==> src/rtl/serial_paralelo_sync.sv <==
// Serial-to-parallel deserialiser: hunts for COMMA at any bit phase, locks after LOCK_COUNT aligned commas.
// Optional feature: define SP_ERR_CNT_EN to add the saturating err_count output.
module serial_paralelo_sync #(
  parameter int               WIDTH      = 8,
  parameter logic [WIDTH-1:0] COMMA      = WIDTH'(8'hBC),
  parameter int               LOCK_COUNT = 4,
  parameter int               MAX_RUN    = 16
) (
  input  logic             clk_32f,
  input  logic             reset,
  input  logic             data_in,
  output logic             active,
  output logic             valid_out,
  output logic [WIDTH-1:0] data_out,
`ifdef SP_ERR_CNT_EN
  output logic [15:0]      err_count,
`endif
  output logic             word_tick
);

  localparam int BW      = $clog2(WIDTH);
  localparam int CW      = $clog2(LOCK_COUNT + 1);
  localparam int RW      = (MAX_RUN > 0) ? $clog2(MAX_RUN + 1) : 1;
  localparam bit RUN_LIM = (MAX_RUN > 0);

  typedef enum logic [1:0] {HUNT, ALIGN, LOCKED} state_t;

  state_t           state, state_nx;
  logic [WIDTH-1:0] shreg;
  logic [BW-1:0]    bit_cnt, bit_cnt_nx;
  logic [CW-1:0]    comma_cnt, comma_cnt_nx;
  logic [RW-1:0]    run_cnt, run_cnt_nx;
  logic             active_nx, valid_nx, tick_nx;
  logic [WIDTH-1:0] data_nx;
  logic             is_comma, boundary;

  assign is_comma = (shreg == COMMA);
  assign boundary = (bit_cnt == '0);

  always_ff @(posedge clk_32f or posedge reset) begin
    if (reset) begin
      state     <= HUNT;
      shreg     <= '0;
      bit_cnt   <= '0;
      comma_cnt <= '0;
      run_cnt   <= '0;
      active    <= 1'b0;
      valid_out <= 1'b0;
      data_out  <= '0;
      word_tick <= 1'b0;
    end else begin
      state     <= state_nx;
      shreg     <= {shreg[WIDTH-2:0], data_in};
      bit_cnt   <= bit_cnt_nx;
      comma_cnt <= comma_cnt_nx;
      run_cnt   <= run_cnt_nx;
      active    <= active_nx;
      valid_out <= valid_nx;
      data_out  <= data_nx;
      word_tick <= tick_nx;
    end
  end

  always_comb begin
    state_nx     = state;
    bit_cnt_nx   = (bit_cnt == BW'(WIDTH - 1)) ? '0 : bit_cnt + 1'b1;
    comma_cnt_nx = comma_cnt;
    run_cnt_nx   = run_cnt;
    active_nx    = active;
    valid_nx     = 1'b0;
    tick_nx      = 1'b0;
    data_nx      = data_out;
    case (state)
      HUNT: begin
        bit_cnt_nx = '0;
        if (is_comma) begin
          // the next incoming bit is already bit 1 of the following word
          bit_cnt_nx   = BW'(1);
          comma_cnt_nx = CW'(1);
          if (LOCK_COUNT == 1) begin
            state_nx   = LOCKED;
            active_nx  = 1'b1;
            run_cnt_nx = '0;
          end else begin
            state_nx = ALIGN;
          end
        end
      end
      ALIGN: begin
        if (boundary) begin
          tick_nx = 1'b1;
          if (is_comma) begin
            comma_cnt_nx = comma_cnt + 1'b1;
            if (comma_cnt == CW'(LOCK_COUNT - 1)) begin
              state_nx   = LOCKED;
              active_nx  = 1'b1;
              run_cnt_nx = '0;
            end
          end else begin
            state_nx     = HUNT;
            comma_cnt_nx = '0;
            bit_cnt_nx   = '0;
          end
        end
      end
      LOCKED: begin
        if (boundary) begin
          tick_nx = 1'b1;
          if (is_comma) begin
            run_cnt_nx = '0;
          end else if (!RUN_LIM || (run_cnt < RW'(MAX_RUN))) begin
            data_nx  = shreg;
            valid_nx = 1'b1;
            if (RUN_LIM) run_cnt_nx = run_cnt + 1'b1;
          end else begin
            // run too long without a comma: drop the word and re-hunt
            state_nx     = HUNT;
            active_nx    = 1'b0;
            bit_cnt_nx   = '0;
            comma_cnt_nx = '0;
            run_cnt_nx   = '0;
          end
        end
      end
      default: state_nx = HUNT;
    endcase
  end

`ifdef SP_ERR_CNT_EN
  // every exit back to HUNT is either an alignment abort or a lock loss
  always_ff @(posedge clk_32f or posedge reset) begin
    if (reset)
      err_count <= '0;
    else if ((state != HUNT) && (state_nx == HUNT) && (err_count != 16'hFFFF))
      err_count <= err_count + 16'd1;
  end
`endif

endmodule

==> config.mk <==
export PLATFORM = sky130hd
export DESIGN_NAME = serial_paralelo_sync
export DESIGN_NICKNAME = d
export VERILOG_FILES = /design/src/rtl/serial_paralelo_sync.sv
export SDC_FILE = /design/constraint.sdc
export NUM_CORES = 1
export LEC_CHECK = 0
export ABC_AREA = 1
export CAP_MARGIN = 20
export CORE_MARGIN = 5
export CORE_UTILIZATION = 50
export CTS_BUF_LIST = sky130_fd_sc_hd__clkbuf_8 sky130_fd_sc_hd__clkbuf_16
export DETAILED_ROUTE_END_ITERATION = 12
export GPL_TIMING_DRIVEN = 0
export PLACE_DENSITY_LB_ADDON = 0.15
export SLEW_MARGIN = 20
export SYNTH_ARGS = -nofsm -noshare
export SYNTH_HDL_FRONTEND = slang
export SYNTH_SLANG_ARGS = --single-unit
==> constraint.sdc <==
create_clock -name clk_32f -period 1.81 [get_ports clk_32f]
set_input_delay 0.2715 -clock clk_32f [delete_from_list [all_inputs] [get_ports clk_32f]]
set_output_delay 0.2715 -clock clk_32f [all_outputs]
set_load 0.005 [all_outputs]
==> results of run 1 <==
## sequential cells by signal, indices dropped and copies added (netlist names)
name / count
active: 1
bit_cnt: 3
comma_cnt: 3
data_out: 8
run_cnt: 5
shreg: 8
state: 2
valid_out: 1
word_tick: 1
## layout make-up
class	count	share of cell area
Sequential cell	32	0.416
Multi-Input combinational cell	123	0.370
Timing Repair Buffer	13	0.0676
Inverter	29	0.0565
Clock buffer	5	0.0357
Tap cell	44	0.0286
Clock inverter	3	0.0201
Buffer	1	0.00585
## per-stage QoR
stage | hold WS [ns] | area, µm² | utilization | total power (W) | setup slack (ns)
floorplan | 0.303 | 1630 | - | 0.00118 | 0.352
global placement | 0.358 | 1820 | 0.586 | 0.00132 | 0.135
detailed placement | 0.367 | 1820 | 0.586 | 0.00135 | 0.173
CTS | 0.382 | 1930 | 0.621 | 0.00201 | 0.149
global route | 0.391 | 1930 | 0.621 | 0.00211 | 0.0175
finish | 0.381 | 1930 | 0.621 | 0.00199 | 0.159
## where the power goes
group          leakage, nW  internal (W)  switching, W
registers            0.420      0.000787     0.0000429
logic                0.544      0.000208      0.000292
clock network       0.0593      0.000402      0.000258
total                 1.02       0.00140      0.000593
## critical path, cell delays in order (launching register included)
cell and delay, ns:
dfrtp_1 0.38, inv_1 0.09, ha_1 0.25, inv_2 0.15, nand2_2 0.08, nand2_1 0.07, nand3_2 0.09, a21oi_4 0.21
inv_2 0.09, nand2_1 0.08, o21ai_2 0.05
## logic make-up after synthesis
kind of cell,share of synthesized area
buf+inv,0.0736
fa+ha+maj,0.0766
flops,0.490
simple gates,0.280
compound gates,0.0789
## layer usage
metal	global-route usage	up-vias
met5	0	-
met4	0.0911	0
met3	0.0399	7
met2	0.270	18
met1	0.170	570
li1	-	614
## worst min path at each step
stage	start	to	slack, ns	cells past startpoint
final	shreg[1]	shreg[2]	0.38	0
after global routing	shreg[6]	shreg[7]	0.39	0
after CTS	shreg[1]	shreg[2]	0.38	0
after detailed placement	shreg[1]	shreg[2]	0.37	0
after global placement	shreg[1]	shreg[2]	0.36	0
after floorplan	data_in	shreg[0]	0.30	0
## cell usage in the layout, fill, tap and decap left out
| master | count |
|---|---|
| inv_1 | 26 |
| o21bai_4 | 1 |
| nand2_2 | 2 |
| nand3_1 | 9 |
| nand3_2 | 2 |
| o21bai_1 | 2 |
| inv_2 | 4 |
| clkbuf_8 | 5 |
| nand2_1 | 56 |
| nand3_4 | 1 |
| a21oi_4 | 1 |
| clkinv_2 | 1 |
| nand4_1 | 4 |
| o21ai_2 | 1 |
| nor2_4 | 4 |
| ha_1 | 10 |
| clkdlybuf4s50_1 | 13 |
| buf_6 | 1 |
| dfrtp_1 | 32 |
| nand3b_1 | 1 |
| bufinv_16 | 1 |
| a21oi_1 | 2 |
| o21ai_0 | 11 |
| nor3_1 | 1 |
| or2_2 | 1 |
| o21ai_1 | 1 |
| nand2_4 | 2 |
| nor2_1 | 11 |
## synthesized netlist by cell type
cell type / count / area share
inv_1: 26 / 0.060
nand3_4: 1 / 0.011
o21ai_1: 1 / 0.0031
nand2_1: 56 / 0.13
ha_1: 10 / 0.077
nand3_1: 9 / 0.028
nor3_1: 1 / 0.0031
o21ai_0: 11 / 0.034
buf_6: 1 / 0.0069
o21ai_2: 1 / 0.0054
o21bai_1: 2 / 0.0092
nand2_4: 2 / 0.014
dfrtp_1: 32 / 0.49
nor2_1: 11 / 0.025
nand4_1: 4 / 0.015
a21oi_4: 1 / 0.010
a21oi_1: 2 / 0.0061
nor2_4: 4 / 0.028
inv_2: 3 / 0.0069
nand3b_1: 1 / 0.0046
or2_2: 1 / 0.0038
o21bai_4: 1 / 0.011
nand2_2: 2 / 0.0077
nand3_2: 2 / 0.012
==> metrics.yaml, run 1 <==
worst_setup_path:
  endpoint: "run_cnt[1]"
  reg2reg_slack_ns: 0.16
  r2r_end: "run_cnt[1]"
  worstPathMaxFanout: 7
  r2r_start: "state[0]"
  end_kind: "register"
  arrival_ns: 1.82
  crit_start: "state[0]"
  path_class: "register to register"
  r2r_cells: 10
  cp-start-kind: "register"
  worstPathRequired_ns: 1.98
synthesis:
  synthCells: 185
  seq_area_frac_synth: 0.490
  synth_cell_types: 24
  syn_nets: 198
  netlist_area_um2: 1630
  syn_avg_cell_area_um2: 8.83
  ys_seq_elements: 32
  yosysWarnings: 0
final_layout:
  multi_input_area_um2: 712
  seq_area_um2: 801
  drive_gt1_frac: 0.131
  area_growth_pct: 17.9
  fill_cells: 300
  diodes: 0
  fin_cells: 250
  nets: 218
place:
  dpl.hpwl_mm: 2.24
  finalWeightedCongestion: 0.857
  port-buffer-count: 13
  place_inst: 242
sta:
  fin_crit_ns: 1.65
  worst_slew_pin_slew_ns: 0.657
  skew_ns: 0.00672
  drv_slew: 0
  fmax_ghz: 0.606
  maxSlewHeadroom: 0.562
  setup_viol: 0
  rsz0062_at_grt: "false"
  final_hold_viol_count: 0
  fin_crit_sh: 0.912
  fin_setup_tns_ns: 0
power_and_ir_drop:
  leakagePower_nw: 1.02
  vdd_ir_drop_max_mv: 0.541
  p_per_area_nw_per_um2: 1030
floorplanning:
  start_util: 0.526
  fp.dieH_um: 67.1
  ios: 14
  core_um2: 3100
  die_area_um2: 4510
  rows: 20
  die_x_um: 67.1
grt:
  grt_remaining_overflow: 0
  grt_max_degree: 33
  grt_pass1_vias: 1240
  grt_pass1_wl_mm: 5.17
  antenna_found_initial: 0
  grt_usage: 0.155
detailed_routing:
  wl_mm: 2.94
  first_iter_violations: 64
  drc: 0
  viasPerCell: 4.84
  wl_met3_um: 121
  ant_nets: 0
  m1WireLength_mm: 1.33
  drt_pass1_iterations: 4
  drt-wirelength-per-cell_um: 11.8
  top_layer: "met4"
  num_vias: 1209
  dr_wl_met2_mm: 1.43
cts:
  cts.sinks: 32
  cts_setup_buffers: 0
  clk_path_buf_depth: 2
  cts_buffers: 5
  insertion_delay_ns: 0.29
  ctsHoldBuffers: 0
  cts-root-buf: "clkbuf_8"
  cts_tree: "built"
  post_cts_resized: 0
  clkSlewWorstSetupHoldPaths_ns: 0.07
  htreeDepth: 2
min_path:
  min_path_type: "register to register"
job:
  drv_cap: 0
outcome:
  status: "completed"
No activity file was read; power rests on OpenSTA's default activity.
==> inputs of run 2 (changes only) <==
--- a/config.mk
+++ b/config.mk
@@ -10,5 +10,4 @@
 export CORE_MARGIN = 5
 export CORE_UTILIZATION = 50
-export CTS_BUF_LIST = sky130_fd_sc_hd__clkbuf_8 sky130_fd_sc_hd__clkbuf_16
 export DETAILED_ROUTE_END_ITERATION = 12
 export GPL_TIMING_DRIVEN = 0
==> constraint.sdc (replaced) <==
create_clock -name clk_32f -period 1.81 [get_ports clk_32f]
set_input_delay 0.181 -clock clk_32f [delete_from_list [all_inputs] [get_ports clk_32f]]
set_output_delay 0.181 -clock clk_32f [all_outputs]
set_load 0.005 [all_outputs]
==> run 2 against run 1 <==
Net effect: sequential share of layout area up 0.69 points; clock skew up 0.0047 ns; non-clock buffer count unchanged; global-route usage down 0.14 points; final cell count unchanged; utilization down 1.0 points; sequential power about the same; first-iteration DRC count up 4.7%; critical path type unchanged.
==> metrics.yaml, run 2 (same netlist as run 1, synthesis figures left out) <==
power_and_ir_drop:
  power_frac_clock: 0.284
  vdd_ir_drop_max_mv: 0.595
  combPwrFrac: 0.269
  sw_frac_of_total: 0.308
  leakagePower_nw: 1.01
  p_per_area_nw_per_um2: 980
  seqPwrFrac: 0.447
  intPower_w: 0.00128
  power_w: 0.00186
  p_switching_w: 0.000572
sta:
  fin_crit_ns: 1.66
  maxSlewHeadroom: 0.560
  fin_setup_tns_ns: 0
  drv_slew: 0
  fin_ws_ns: 0.147
  fin_crit_sh: 0.919
  fmax_ghz: 0.601
  final_hold_viol_count: 0
  worst_slew_pin_slew_ns: 0.659
  rsz0062_at_grt: "false"
  skew_ns: 0.0115
  setup_viol: 0
cts:
  post_cts_resized: 0
  insertion_delay_ns: 0.33
  cts-root-buf: "clkbuf_4"
  cts_setup_buffers: 0
  cts_tree: "built"
  cts.sinks: 32
  clk_path_buf_depth: 2
  htreeDepth: 2
  ctsHoldBuffers: 0
  clkSlewWorstSetupHoldPaths_ns: 0.10
  cts_buffers: 5
final_layout:
  utilization: 0.610
  top_regs: "data_out: 8 flops, shreg: 8 flops, run_cnt: 5 flops"
  drive_gt1_frac: 0.131
  fin_cells: 250
  nets: 218
  fill_cells: 307
  final_cell_mix: "nand2_1 (56), dfrtp_1 (32), inv_1 (25)"
  diodes: 0
  area_growth_pct: 16.0
  layout_commonest_cell: "nand2_1"
detailed_routing:
  drc: 0
  first_iter_violations: 67
  drt-wirelength-per-cell_um: 11.6
  num_vias: 1205
  drt_pass1_iterations: 4
  wl_mm: 2.90
  ant_nets: 0
  viasPerCell: 4.82
place:
  port-buffer-count: 13
  place_inst: 242
  dpl.hpwl_mm: 2.24
  finalWeightedCongestion: 0.857
  dp_slack_ns: 0.173
grt:
  grt_usage: 0.154
  grt_remaining_overflow: 0
  grt_pass1_vias: 1234
  grt_max_degree: 33
  antenna_found_initial: 0
  grt_pass1_wl_mm: 5.15
worst_setup_path:
  path_class: "register to register"
  cp-start-kind: "register"
  worstPathRequired_ns: 2.03
  end_kind: "register"
  worstPathMaxFanout: 7
  reg2reg_slack_ns: 0.15
  arrival_ns: 1.88
outcome:
  status: "completed"
floorplanning:
  die_x_um: 67.1
  start_util: 0.526
  fp.dieH_um: 67.1
  core_um2: 3100
  ios: 14
  die_area_um2: 4510
  rows: 20
job:
  drv_cap: 0
min_path:
  min_path_type: "primary input to async pin"
[run 2: cell count changes in the layout (fill, tap and decap cells not counted)]
cell	before	now
clkbuf_1	0	1
clkbuf_4	0	5
clkbuf_8	5	0
inv_1	26	25
[run 2: metrics by stage]
step	hold WS (ns)	area [µm²]
global placement	0.358	1820
finish	0.261	1890
global route	0.265	1890
detailed placement	0.367	1820
CTS	0.278	1890
floorplan	0.212	1630
[run 2: layout make-up]
class / count / area (µm²) / share of cell area
sequential: 32 / 801 / 0.423
buffer: 1 / 11.3 / 0.00594
tap: 44 / 55.1 / 0.0291
clock inverter: 2 / 35.0 / 0.0185
inverter: 29 / 109 / 0.0575
clock buffer: 6 / 41.3 / 0.0218
timing repair buffer: 13 / 130 / 0.0687
multi-input combinational: 123 / 712 / 0.376
[run 2: power by group through the flow]
stage | clock (W) | combinational [W] | sequential, W
global route | 0.000578 | 0.000562 | 0.000837
global placement | 0 | 0.000485 | 0.000838
CTS | 0.000545 | 0.000505 | 0.000830
finish | 0.000528 | 0.000499 | 0.000829
detailed placement | 0 | 0.000502 | 0.000845
floorplan | 0 | 0.000347 | 0.000837
[run 2: critical path: stages (launching register included)]
cell	delay [ns]
dfrtp_1	0.39
inv_1	0.09
ha_1	0.25
inv_2	0.15
nand2_2	0.08
nand2_1	0.07
nand3_2	0.09
a21oi_4	0.21
inv_2	0.09
nand2_1	0.08
o21ai_2	0.05
[run 2: worst paths after layout]
kind | startpoint | depth (start not counted) | endpoint
worst max-delay path | state[0] | 10 | run_cnt[1]
worst min register to register | shreg[1] | 0 | shreg[2]
worst min-delay path | reset | 2 | state[1]
min in group clk_32f | data_in | 1 | shreg[0]
worst max register to register | state[0] | 10 | run_cnt[1]
max in group asynchronous | reset | 2 | data_out[2]
[run 2: layer usage]
metal | part of all wire | GRT usage
met1 | 0.46 | 0.173
met2 | 0.48 | 0.265
met3 | 0.043 | 0.0399
met4 | 0.016 | 0.0835
met5 | 0 | 0
